$ cat src/rtl/btn_pkg.sv
// Shared constants, repeat-state encoding and width helper for the button conditioner.
package btn_pkg;

    localparam int DEBOUNCE_CYCLES = 125000;
    localparam int REPEAT_DELAY    = 12500000;
    localparam int REPEAT_PERIOD   = 2500000;

    typedef enum logic [1:0] {
        IDLE,
        HOLD,
        REPEAT
    } repeat_state_t;

    // Bits needed to hold values 0 .. n-1, never less than one.
    function automatic int clog2_w(input int n);
        int w;
        w = 1;
        while ((1 << w) < n) w++;
        return w;
    endfunction

endpackage

$ cat src/rtl/btn_conditioner_if.sv
// Board-button bus: raw pad levels in, conditioned levels and edge pulses out.
interface btn_conditioner_if #(
    parameter int N_BTN = 7
);
    logic [N_BTN-1:0] BTN_RAW;
    logic [N_BTN-1:0] BTNS;
    logic [N_BTN-1:0] BTN_PRESS;
    logic [N_BTN-1:0] BTN_RELEASE;

    modport master (output BTN_RAW, input BTNS, BTN_PRESS, BTN_RELEASE);
    modport slave  (input BTN_RAW, output BTNS, BTN_PRESS, BTN_RELEASE);
endinterface

$ cat src/rtl/btn_debounce.sv
// One button: 2-flop synchronizer, polarity fix, stability counter and edge pulses.
// With BTN_AUTOREPEAT_EN the next-edge accept strobes are exported for the repeat FSM.
module btn_debounce
    import btn_pkg::*;
#(
    parameter int DEBOUNCE_CYCLES = btn_pkg::DEBOUNCE_CYCLES,
    parameter bit ACTIVE_LOW      = 1'b0
) (
    input  logic CLK_VGA,
    input  logic RST_VGA,
    input  logic raw,
    output logic level,
    output logic press_pulse,
    output logic release_pulse
`ifdef BTN_AUTOREPEAT_EN
    ,
    output logic rise_nxt,
    output logic fall_nxt
`endif
);

    localparam int             CW   = clog2_w(DEBOUNCE_CYCLES + 1);
    localparam logic [CW-1:0]  LAST = CW'(DEBOUNCE_CYCLES - 1);

    logic          sync_q1;
    logic          sync_q2;
    logic [CW-1:0] count;
    logic          active;
    logic          accept;

    assign active = sync_q2 ^ ACTIVE_LOW;
    assign accept = (active != level) && (count == LAST);

`ifdef BTN_AUTOREPEAT_EN
    assign rise_nxt = accept && !level;
    assign fall_nxt = accept && level;
`endif

    always_ff @(posedge CLK_VGA or negedge RST_VGA) begin
        if (!RST_VGA) begin
            // NOTE: synchronizer resets to the pad's idle level so a button held through reset is seen as a fresh press.
            sync_q1       <= ACTIVE_LOW;
            sync_q2       <= ACTIVE_LOW;
            count         <= '0;
            level         <= 1'b0;
            press_pulse   <= 1'b0;
            release_pulse <= 1'b0;
        end else begin
            // NOTE: non-blocking so every flop samples pre-edge values; blocking here would collapse the synchronizer.
            sync_q1       <= raw;
            sync_q2       <= sync_q1;
            press_pulse   <= accept && !level;
            release_pulse <= accept && level;
            if (active == level || accept) begin
                count <= '0;
            end else begin
                count <= count + 1'b1;
            end
            if (accept) begin
                level <= ~level;
            end
        end
    end

endmodule

$ cat src/rtl/btn_conditioner.sv
// Board button front end: N_BTN debounced, active-high levels plus press/release pulses.
// Optional macro BTN_AUTOREPEAT_EN adds a per-button hold-to-repeat FSM on BTN_PRESS.
module btn_conditioner
    import btn_pkg::*;
#(
    parameter int               N_BTN           = 7,
    parameter int               DEBOUNCE_CYCLES = btn_pkg::DEBOUNCE_CYCLES,
    parameter logic [N_BTN-1:0] ACTIVE_LOW_MASK = N_BTN'(7'b0000001)
`ifdef BTN_AUTOREPEAT_EN
    ,
    parameter int               REPEAT_DELAY    = btn_pkg::REPEAT_DELAY,
    parameter int               REPEAT_PERIOD   = btn_pkg::REPEAT_PERIOD
`endif
) (
    input  logic               CLK_VGA,
    input  logic               RST_VGA,
    btn_conditioner_if.slave   bus
);

    logic [N_BTN-1:0] btns;
    logic [N_BTN-1:0] deb_press;
    logic [N_BTN-1:0] deb_release;
    logic [N_BTN-1:0] press_out;

    assign bus.BTNS        = btns;
    assign bus.BTN_PRESS   = press_out;
    assign bus.BTN_RELEASE = deb_release;

    for (genvar i = 0; i < N_BTN; i++) begin : g_btn
`ifdef BTN_AUTOREPEAT_EN
        localparam int RW = clog2_w((REPEAT_DELAY > REPEAT_PERIOD) ? REPEAT_DELAY : REPEAT_PERIOD);

        logic          rise_nxt;
        logic          fall_nxt;
        logic          rep_pulse;
        logic [RW-1:0] rep_count;
        repeat_state_t state;
`endif

        btn_debounce #(
            .DEBOUNCE_CYCLES (DEBOUNCE_CYCLES),
            .ACTIVE_LOW      (ACTIVE_LOW_MASK[i])
        ) u_debounce (
            .CLK_VGA       (CLK_VGA),
            .RST_VGA       (RST_VGA),
            .raw           (bus.BTN_RAW[i]),
            .level         (btns[i]),
            .press_pulse   (deb_press[i]),
            .release_pulse (deb_release[i])
`ifdef BTN_AUTOREPEAT_EN
            ,
            .rise_nxt      (rise_nxt),
            .fall_nxt      (fall_nxt)
`endif
        );

`ifdef BTN_AUTOREPEAT_EN
        // Driven by the debouncer's accept strobes so a release never coincides with a repeat pulse.
        always_ff @(posedge CLK_VGA or negedge RST_VGA) begin
            if (!RST_VGA) begin
                state     <= IDLE;
                rep_count <= '0;
                rep_pulse <= 1'b0;
            end else begin
                rep_pulse <= 1'b0;
                if (fall_nxt) begin
                    state     <= IDLE;
                    rep_count <= '0;
                end else begin
                    case (state)
                        IDLE: begin
                            if (rise_nxt) begin
                                state     <= HOLD;
                                rep_count <= '0;
                            end
                        end
                        HOLD: begin
                            if (rep_count == RW'(REPEAT_DELAY - 1)) begin
                                state     <= REPEAT;
                                rep_count <= '0;
                                rep_pulse <= 1'b1;
                            end else begin
                                rep_count <= rep_count + 1'b1;
                            end
                        end
                        REPEAT: begin
                            if (rep_count == RW'(REPEAT_PERIOD - 1)) begin
                                rep_count <= '0;
                                rep_pulse <= 1'b1;
                            end else begin
                                rep_count <= rep_count + 1'b1;
                            end
                        end
                        default: begin
                            state     <= IDLE;
                            rep_count <= '0;
                        end
                    endcase
                end
            end
        end

        assign press_out[i] = deb_press[i] | rep_pulse;
`else
        assign press_out[i] = deb_press[i];
`endif
    end

endmodule

$ cat src/flat_wrapper.sv
// flat-port wrapper written by rule: the top's interface ports become plain ports
module btn_conditioner_flat import btn_pkg::*;
#(
    parameter int               N_BTN           = 7,
    parameter int               DEBOUNCE_CYCLES = btn_pkg::DEBOUNCE_CYCLES,
    parameter logic [N_BTN-1:0] ACTIVE_LOW_MASK = N_BTN'(7'b0000001)

)
  (CLK_VGA, RST_VGA, bus_BTN_RAW, bus_BTNS, bus_BTN_PRESS, bus_BTN_RELEASE);
  btn_conditioner_if #(.N_BTN(N_BTN)) bus_i ();
  input  logic CLK_VGA;
  input  logic RST_VGA;
  input wire logic [$bits(bus_i.BTN_RAW)-1:0] bus_BTN_RAW;
  output wire logic [$bits(bus_i.BTNS)-1:0] bus_BTNS;
  output wire logic [$bits(bus_i.BTN_PRESS)-1:0] bus_BTN_PRESS;
  output wire logic [$bits(bus_i.BTN_RELEASE)-1:0] bus_BTN_RELEASE;
  assign bus_i.BTN_RAW = bus_BTN_RAW;
  assign bus_BTNS = bus_i.BTNS;
  assign bus_BTN_PRESS = bus_i.BTN_PRESS;
  assign bus_BTN_RELEASE = bus_i.BTN_RELEASE;
  btn_conditioner #(.N_BTN(N_BTN), .DEBOUNCE_CYCLES(DEBOUNCE_CYCLES), .ACTIVE_LOW_MASK(ACTIVE_LOW_MASK)) u_core (.CLK_VGA(CLK_VGA), .RST_VGA(RST_VGA), .bus(bus_i));
endmodule
$ cat config.mk
export PLATFORM = sky130hd
export DESIGN_NAME = btn_conditioner_flat
export DESIGN_NICKNAME = d
export VERILOG_FILES = /design/src/rtl/btn_pkg.sv /design/src/rtl/btn_conditioner_if.sv /design/src/rtl/btn_debounce.sv /design/src/rtl/btn_conditioner.sv /design/src/flat_wrapper.sv
export SDC_FILE = /design/constraint.sdc
export NUM_CORES = 1
export LEC_CHECK = 0
export ABC_AREA = 1
export CORE_UTILIZATION = 28
export DETAILED_ROUTE_END_ITERATION = 10
export RECOVER_POWER = 25
export SLEW_MARGIN = 20
export SYNTH_ARGS = -nofsm -noshare
export SYNTH_HDL_FRONTEND = slang
export SYNTH_HIERARCHICAL = 1
export SYNTH_SLANG_ARGS = --single-unit
$ cat constraint.sdc
create_clock -name CLK_VGA -period 1.45 [get_ports CLK_VGA]
set_clock_uncertainty 0.05 [all_clocks]
set_input_delay 0.2175 -clock CLK_VGA [delete_from_list [all_inputs] [get_ports CLK_VGA]]
set_output_delay 0.2175 -clock CLK_VGA [all_outputs]
set_load 0.02 [all_outputs]
Word-level counts from Yosys, hierarchy flattened
Index checks and enable logic that the tools add are counted.
{ "op_classes": {"n_bitwise": 8, "eq_ne": 21, "reduce_logical": 35, "n_mux": 7, "addsub": 7} }
{ "op_table": {"columns": ["operator", "n"], "rows": [
  ["17-bit by 1-bit adder with 17-bit output (second input constant)", 7],
  ["17-bit == test (second input constant)", 7],
  ["17-bit two-way mux", 7],
  ["1-bit logical AND", 21],
  ["1-bit inverter", 8],
  ["1-bit == test", 7],
  ["1-bit zero test", 7],
  ["1-bit logical OR", 7],
  ["1-bit inequality test", 7]
]} }
{ "word_totals": {"in_bits": 9, "wordCells": 120, "out_inout_bits": 21, "reg_bits": 154} }

Logic depth before layout (Yosys ltp)
Gate-level depths: netlist of the first run.
{ "logic_depth": {"depth_word": 5, "ltp_mapped": 8, "depth_no_buf": 8} }

Hierarchy
Netlist of the first run, hierarchy kept.
{ "by_module_without_submodules": {"columns": ["module", "n_inst", "cells_per_inst", "seq_area_each_um2", "area_per_inst_um2"], "rows": [
  ["btn_debounce at u_core.g_btn[1].u_debounce ...", 6, 145, 550.5, 1134.8],
  ["btn_debounce at u_core.g_btn[0].u_debounce", 1, 145, 553.0, 1137.3]
]} }

Worst setup path after synthesis of the first run
Ideal clock, no wire load.
{ "synth_path": {"path_type": "register -> register", "startpoint": "register u_core.g_btn[1].u_debounce.count[0]", "endpoint": "register u_core.g_btn[1].u_debounce.count[10]", "setup_ns": 0.118, "synth_period_minus_slack_ns": 1.335, "path_slack_ns": 0.115, "n_path_buf": 1, "stages_incl_launch_ff": 8, "required_ns": 1.282, "arrival_ns": 1.167, "path_cell_list": "dfrtp_1 -> ha_1 -> nand4_1 -> nor2_2 -> nand2_2 -> nand2_4 -> buf_6 -> nor2_1"} }
{ "synth_between": {"elab_chain_cells": 4, "elab_cells_between_ends": 5, "cone_classes": "1 x add/sub; 1 x eq/ne; 1 x mux; 2 x reduce/logical"} }
{ "synth_rtl": {"columns": ["item", "line", "text"], "rows": [
  ["from (decl)", "btn_debounce.sv:27", "logic [CW-1:0] count;"],
  ["from (signal assigned)", "btn_debounce.sv:57", "count <= count + 1'b1;"],
  ["branches (longest 3 deep; another with 17-bit by 1-bit adder with 17-bit output)", null, null],
  ["17-bit two-way mux (*)", "btn_debounce.sv:54", "if (active == level || accept) begin"]
]} }
Mark *: on every way between the ends.
A chain may end at the register's enable or synchronous reset.

Worst setup path after layout of the first run
{ "layout_path": {"startpoint": "register u_core.g_btn[5].u_debounce.count[1]", "endpoint": "register u_core.g_btn[5].u_debounce.count[7]"} }
{ "layout_between": {"elab_chain_cells": 4, "elab_cells_between_ends": 5, "cone_classes": "1 x add/sub; 1 x eq/ne; 1 x mux; 2 x reduce/logical"} }
{ "layout_rtl": {"columns": ["item", "line"], "rows": [
  ["from (decl)", "btn_debounce.sv:27"],
  ["from (signal assigned)", "btn_debounce.sv:57"],
  ["branches (longest 3 deep; another with 17-bit by 1-bit adder with 17-bit output)", null],
  ["17-bit two-way mux (*)", "btn_debounce.sv:54"]
]} }
Marked as above.

==> metrics.yaml, run 1 <==
p_clk_frac: 0.493
overflow: 0
finalMaxSlewViolations: 0
crit_type: "reg -> reg"
gp_congestion: 0.809
seqPwrFrac: 0.464
dp_hpwl_mm: 11.1
drv_cap: 0
cts.sinks: 154
setup.worst_path.start_class: "register"
period_needed_ps: 1420
mostFrequentLayoutCells: "nand2_1, nor2_1, dfrtp_1"
powerDensity_mw_per_mm2: 963
r2r_cells: 6
status: "finished, final reports clean"
rr_endpoint: "u_core/g_btn[5].u_debounce/count[7]$_DFF_PN0_"
fin_nets: 1118
ioPinCount: 30
switching_share: 0.215
p_leak_nw: 4.37
num_rows: 61
reg2reg_setup_slack_ps: 30
final_cells: 1493
setup_violations: 0
ir_drop_v: 0.000703
antennaDiodeCount: 0
grt_pass1_vias: 6088
layout_setup_ws_ps: 32.3
fillCellCount: 2873
syn_inst: 1015
final.period_utilization: 0.978
dp.cells: 1444
ys_ff_latch: 154
worstSetupEndpointType: "register"
die_w_um: 170
drtIter0Drc: 415
final_common_cell: "nand2_1"
antenna_found_initial: 0
max_freq_mhz: 705
root_buffer: "clkbuf_16"
internal_power_mw: 7.51
wirelength_mm: 16.4
drc: 0
routedWlPerCell_um: 11.0
worst_ep_arrival_time_ps: 1670
final_antenna_net_count: 0
r2r_start: "u_core/g_btn[5].u_debounce/count[1]$_DFF_PN0_"
avgSynthCellArea_um2: 7.83
worst_slew_pin_slew_ps: 612
regArea_mm2: 0.00386
tritoncts: "yes"
htree_levels: 4
dr.pass1.iters: 7
final_hold_viol_count: 0
vias: 6439
yosysUniqueCellTypes: 19
cp_max_fo: 8
synth_warnings: 6
drive_gt1_frac: 0.133
clockBufferDepth: 2
slew_headroom: 0.592
critPathLaunch: "u_core/g_btn[5].u_debounce/count[1]$_DFF_PN0_"
chipHeight_um: 170
numCtsBuffers: 17
worstSetupEndpoint: "u_core/g_btn[5].u_debounce/count[7]$_DFF_PN0_"
grt_max_degree: 65
core_mm2: 0.0279
hold_path.class: "in -> reg"
syn-num-nets: 1031
grt_setup_unrepaired: "true"
dieArea_mm2: 0.0291
netSwitchingPower_mw: 2.06
dp_slack_ps: -21.9
syn2layout_area_growth_pct: 25.1
syn-cell-area_mm2: 0.00795
grt_pass1_wl_mm: 28.0
pwr-share-comb: 0.043
via_per_inst: 4.31
start_util: 0.285
grt_usage: 0.119
yosysSeqAreaShare: 0.485
io_buffers: 29
clk_pin_slew_worst_paths_ps: 60
clock_latency_ps: 420
cp_data_required_time_ps: 1700
multi_input_area_mm2: 0.00401
==> state kept, by name, summed over array words and instances (netlist names) <==
signal	count
u_core/g_btn.u_debounce/sync_q2	1
u_core/g_btn.u_debounce/count	119
u_core/g_btn.u_debounce/level	7
u_core/g_btn.u_debounce/press_pulse	7
u_core/g_btn.u_debounce/release_pulse	7
u_core/g_btn.u_debounce/active	6
u_core/g_btn.u_debounce/sync_q1	7
==> final cells by class <==
cell class / count / area share
inverters: 105 / 0.0397
repair buffers: 69 / 0.0582
flip-flops and latches: 154 / 0.388
clock inverters: 10 / 0.0167
multi-input cells: 755 / 0.403
well taps: 378 / 0.0476
clock buffers: 22 / 0.0467
==> what timing repair did <==
action	CTS	global route
endpoints found under the hold margin	152	0
buffers inserted	0	10
endpoints found under the setup margin	41	128
resized for setup	26	55
cloned	0	6
hold buffers	1	0
pin swaps	0	22
==> critical path: stages, from the launching register on <==
cell and delay (ps):
dfrtp_1 390, ha_4 160, nand4_1 110, nor2_2 220, nand2_4 170, nand2_8 150
nor2_1 50
==> cells in the mapped netlist <==
cell type  count  area share
ha_1           7       0.011
xor2_1        41       0.045
inv_1        105       0.050
nand2_4        7      0.0099
dfrtp_1      152        0.48
nor2_1       252        0.12
o21bai_1      21       0.020
nor2_4         7      0.0099
buf_6          7      0.0099
xnor2_1       22       0.024
o21ai_0        7      0.0044
a21oi_1       21       0.013
dfstp_2        2      0.0066
nand2_2       14       0.011
nor2_2        14       0.011
nor3_1         7      0.0044
nand2_1      252        0.12
nand4_1       28       0.022
nand3_1       49       0.031
==> metrics by stage <==
| stage | util | power (mW) | area [um^2] | setup TNS [ps] | hold WS, ps |
|---|---|---|---|---|---|
| 2_1_floorplan | - | 4.66 | 7950 | 0 | -128 |
| 3_3_place_gp | 0.319 | 4.83 | 8870 | -36.5 | 45.6 |
| 3_5_place_dp | 0.319 | 4.84 | 8870 | -221 | 44.1 |
| 4_1_cts | 0.342 | 9.64 | 9520 | 0 | 130 |
| 5_1_grt | 0.357 | 10.0 | 9940 | -246 | 271 |
| 6_report | 0.357 | 9.57 | 9940 | 0 | 290 |
==> metal layers <==
metal  routed length [um]  GRT usage  vias to the layer above
met1                 8180      0.157                     3032
met2                 7700      0.193                       64
met4                  189     0.0400                        0
li1                     -          -                     3330
met5                    0          0                        -
met3                  360     0.0244                       13
==> power groups by stage <==
stage / combinational (mW) / clock [mW] / sequential (mW)
3_3_place_gp: 0.332 / 0 / 4.50
5_1_grt: 0.470 / 5.09 / 4.45
6_report: 0.410 / 4.72 / 4.44
3_5_place_dp: 0.341 / 0 / 4.50
4_1_cts: 0.351 / 4.86 / 4.43
2_1_floorplan: 0.166 / 0 / 4.50
==> cell families (layout without fill, tap and decap cells) <==
logic type,Yosys count,count (layout),share of synthesized area
AOI/OAI and AO/OA,49,49,0.0375
DFF,154,154,0.485
buffers and inverters,112,206,0.0595
xor gates and xnor gates,63,63,0.0694
adders and majority gates,7,7,0.0110
and+or+nand+nor,630,636,0.337
==> how the worst min path moves through the flow <==
stage | slack, ps | from | depth (start not counted) | endpoint
after floorplan | -130 | RST_VGA | 0 | u_core/g_btn[0].u_debounce/count[0]$_DFF_PN0_
after global placement | 50 | RST_VGA | 1 | u_core/g_btn[3].u_debounce/release_pulse$_DFF_PN0_
after detailed placement | 40 | RST_VGA | 1 | u_core/g_btn[3].u_debounce/press_pulse$_DFF_PN0_
after CTS | 130 | bus_BTN_RAW[0] | 1 | u_core/g_btn[0].u_debounce/sync_q1$_DFF_PN1_
after global routing | 270 | bus_BTN_RAW[6] | 1 | u_core/g_btn[6].u_debounce/sync_q1$_DFF_PN0_
final | 290 | bus_BTN_RAW[0] | 1 | u_core/g_btn[0].u_debounce/sync_q1$_DFF_PN1_
Note: power is estimated with default switching activity, not from simulation.
==> inputs of run 2 (changes only) <==
Settings changed: CTS_CLUSTER_SIZE set to 20.
==> results of run 2 <==
Same layout as run 1: the final DEF is identical, and so are final timing and power.
==> inputs of run 3 (changes only) <==
Settings changed: CTS_BUF_LIST set to sky130_fd_sc_hd__clkbuf_8.
==> run 3 against run 2 <==
Critical path depth is the same. Clock-buffer cell count is 3 lower. Wire length shrank 0.66%. Hold slack worse by 31 ps. Clock power decreased by 25%. Combinational power rose by 1%. Via count shrank 0.79%. Critical path type unchanged. Critical endpoint is now u_core/g_btn[1].u_debounce/count[8]$_DFF_PN0_. Largest power group is now sequential cells. Highest routed layer unchanged.
==> metrics.yaml, run 3 (synthesis results as in run 1) <==
p_clk_frac: 0.422
final_antenna_net_count: 0
drtIter0Drc: 448
setup.worst_path.start_class: "register"
pwr-share-comb: 0.049
max_freq_mhz: 697
cts.sinks: 154
powerDensity_mw_per_mm2: 860
mostFrequentLayoutCells: "nand2_1, nor2_1, dfrtp_1"
power.total_mw: 8.40
root_buffer: "clkbuf_8"
ir_drop_v: 0.000502
crit_type: "reg -> reg"
grt_pass1_wl_mm: 27.8
clockBufferDepth: 2
largest-register: "u_core/g_btn.u_debounce/count"
hold_path.class: "in -> async"
final_common_cell: "nand2_1"
drv_cap: 0
slowest_stage: "dfrtp_1"
period_needed_ps: 1440
p_leak_nw: 4.24
dp.cells: 1444
clock_latency_ps: 450
grt_usage: 0.118
ioPinCount: 30
dp_hpwl_mm: 11.1
place_area_mm2: 0.00887
netSwitchingPower_mw: 1.92
final_hold_viol_count: 0
routedWlPerCell_um: 10.9
internal_power_mw: 6.48
final_core_util: 0.350
fin_nets: 1118
cp_max_fo: 8
status: "finished, final reports clean"
grt_setup_unrepaired: "true"
final_cells: 1493
wirelength_mm: 16.3
overflow: 0
max_stage_delay_ps: 420
num_rows: 61
worst_ep_arrival_time_ps: 1710
dr.pass1.iters: 4
finalMaxSlewViolations: 0
gp_congestion: 0.809
start_util: 0.285
htree_levels: 4
seqPwrFrac: 0.528
dieArea_mm2: 0.0291
drive_gt1_frac: 0.150
drc: 0
antenna_found_initial: 0
io_buffers: 29
crit_family: "simple AND/OR/NAND/NOR gates"
largest_reg_flops: 119
chipHeight_um: 170
via_per_inst: 4.28
crit_path_frequent_cell: "nor2_2"
cp_data_required_time_ps: 1720
path_cells: "ha_4, nand4_1, nor2_2, nand2_4, nand2_8, nor2_2"
switching_share: 0.229
slew_headroom: 0.593
syn2layout_area_growth_pct: 22.9
numCtsBuffers: 17
postLayoutCellArea_mm2: 0.00976
vias: 6388
final.period_utilization: 0.990
core_mm2: 0.0279
critPathBufInv: 0
worstSetupEndpointType: "register"
grt_pass1_vias: 6054
tritoncts: "yes"
antennaDiodeCount: 0
grt_max_degree: 65
clk_pin_slew_worst_paths_ps: 90
setup_violations: 0
worst_slew_pin_slew_ps: 610
die_w_um: 170
==> run 3: cell count changes in the layout (fill, tap and decap cells not counted), moves of 5 or more <==
cell             previous run  this run
clkbuf_16                  17         0
clkbuf_2                    3         9
clkbuf_8                    2        19
clkdlybuf4s15_1             4         9
dlygate4sd2_1              17         3
nor2_1                    238       232
==> run 3: final timing paths <==
check | from | end | slack [ps] | cells past startpoint
worst max register to register | u_core/g_btn[1].u_debounce/count[1]$_DFF_PN0_ | u_core/g_btn[1].u_debounce/count[8]$_DFF_PN0_ | 10 | 6
min in group CLK_VGA | bus_BTN_RAW[0] | u_core/g_btn[0].u_debounce/sync_q1$_DFF_PN1_ | 260 | 1
worst max-delay path | u_core/g_btn[1].u_debounce/count[1]$_DFF_PN0_ | u_core/g_btn[1].u_debounce/count[8]$_DFF_PN0_ | 10 | 6
worst min-delay path | RST_VGA | u_core/g_btn[6].u_debounce/count[6]$_DFF_PN0_ | 260 | 2
worst min register to register | u_core/g_btn[5].u_debounce/sync_q1$_DFF_PN0_ | u_core/g_btn[5].u_debounce/active$_DFF_PN0_ | 300 | 0
max in group asynchronous | RST_VGA | u_core/g_btn[0].u_debounce/sync_q1$_DFF_PN1_ | 240 | 3
==> run 3: power by group through the flow <==
stage	Clock [mW]	Sequential [mW]	Combinational, mW
finish	3.55	4.44	0.416
global route	3.91	4.45	0.478
CTS	3.69	4.42	0.351
detailed placement	0	4.50	0.341
global placement	0	4.50	0.332
floorplan	0	4.50	0.166
==> run 3: timing repair <==
action / in CTS / in global routing
endpoints found under the hold margin: 152 / 0
setup buffers: 0 / 10
hold buffers: 1 / 0
setup endpoints to repair: 44 / 139
resized for setup: 39 / 78
cloned: 0 / 6
pin swaps: 0 / 24
==> run 3: final cells by class <==
| cell class | instances | area, um^2 |
|---|---|---|
| Clock buffer | 19 | 262 |
| Clock inverter | 13 | 178 |
| Fill cell | 2879 | 18100 |
| Inverter | 105 | 394 |
| Multi-Input combinational cell | 755 | 4040 |
| Sequential cell | 154 | 3860 |
| Tap cell | 378 | 473 |
| Timing Repair Buffer | 69 | 563 |
==> run 3: layer usage <==
metal | GRT usage | up-vias | share of wire | wire [um]
li1 | - | 3327 | - | -
met1 | 0.156 | 3000 | 0.49 | 8010
met2 | 0.193 | 55 | 0.47 | 7750
met3 | 0.0265 | 6 | 0.026 | 425
met4 | 0.0306 | 0 | 0.0083 | 135
met5 | 0 | - | 0 | 0
==> run 3: worst register-to-register path, cell delays in order (launching register included) <==
cell,delay [ps]
dfrtp_1,420
ha_4,180
nand4_1,130
nor2_2,200
nand2_4,150
nand2_8,150
nor2_2,40
==> run 3: metrics by stage <==
step / setup WS (ps) / hold WS [ps] / TNS [ps]
after detailed placement: -21.9 / 44.1 / -221
after floorplan: 115 / -128 / 0
final: 14.5 / 259 / 0
after global routing: -53.4 / 219 / -904
after global placement: -6.90 / 45.6 / -36.5
after CTS: 3.24 / 82.0 / 0
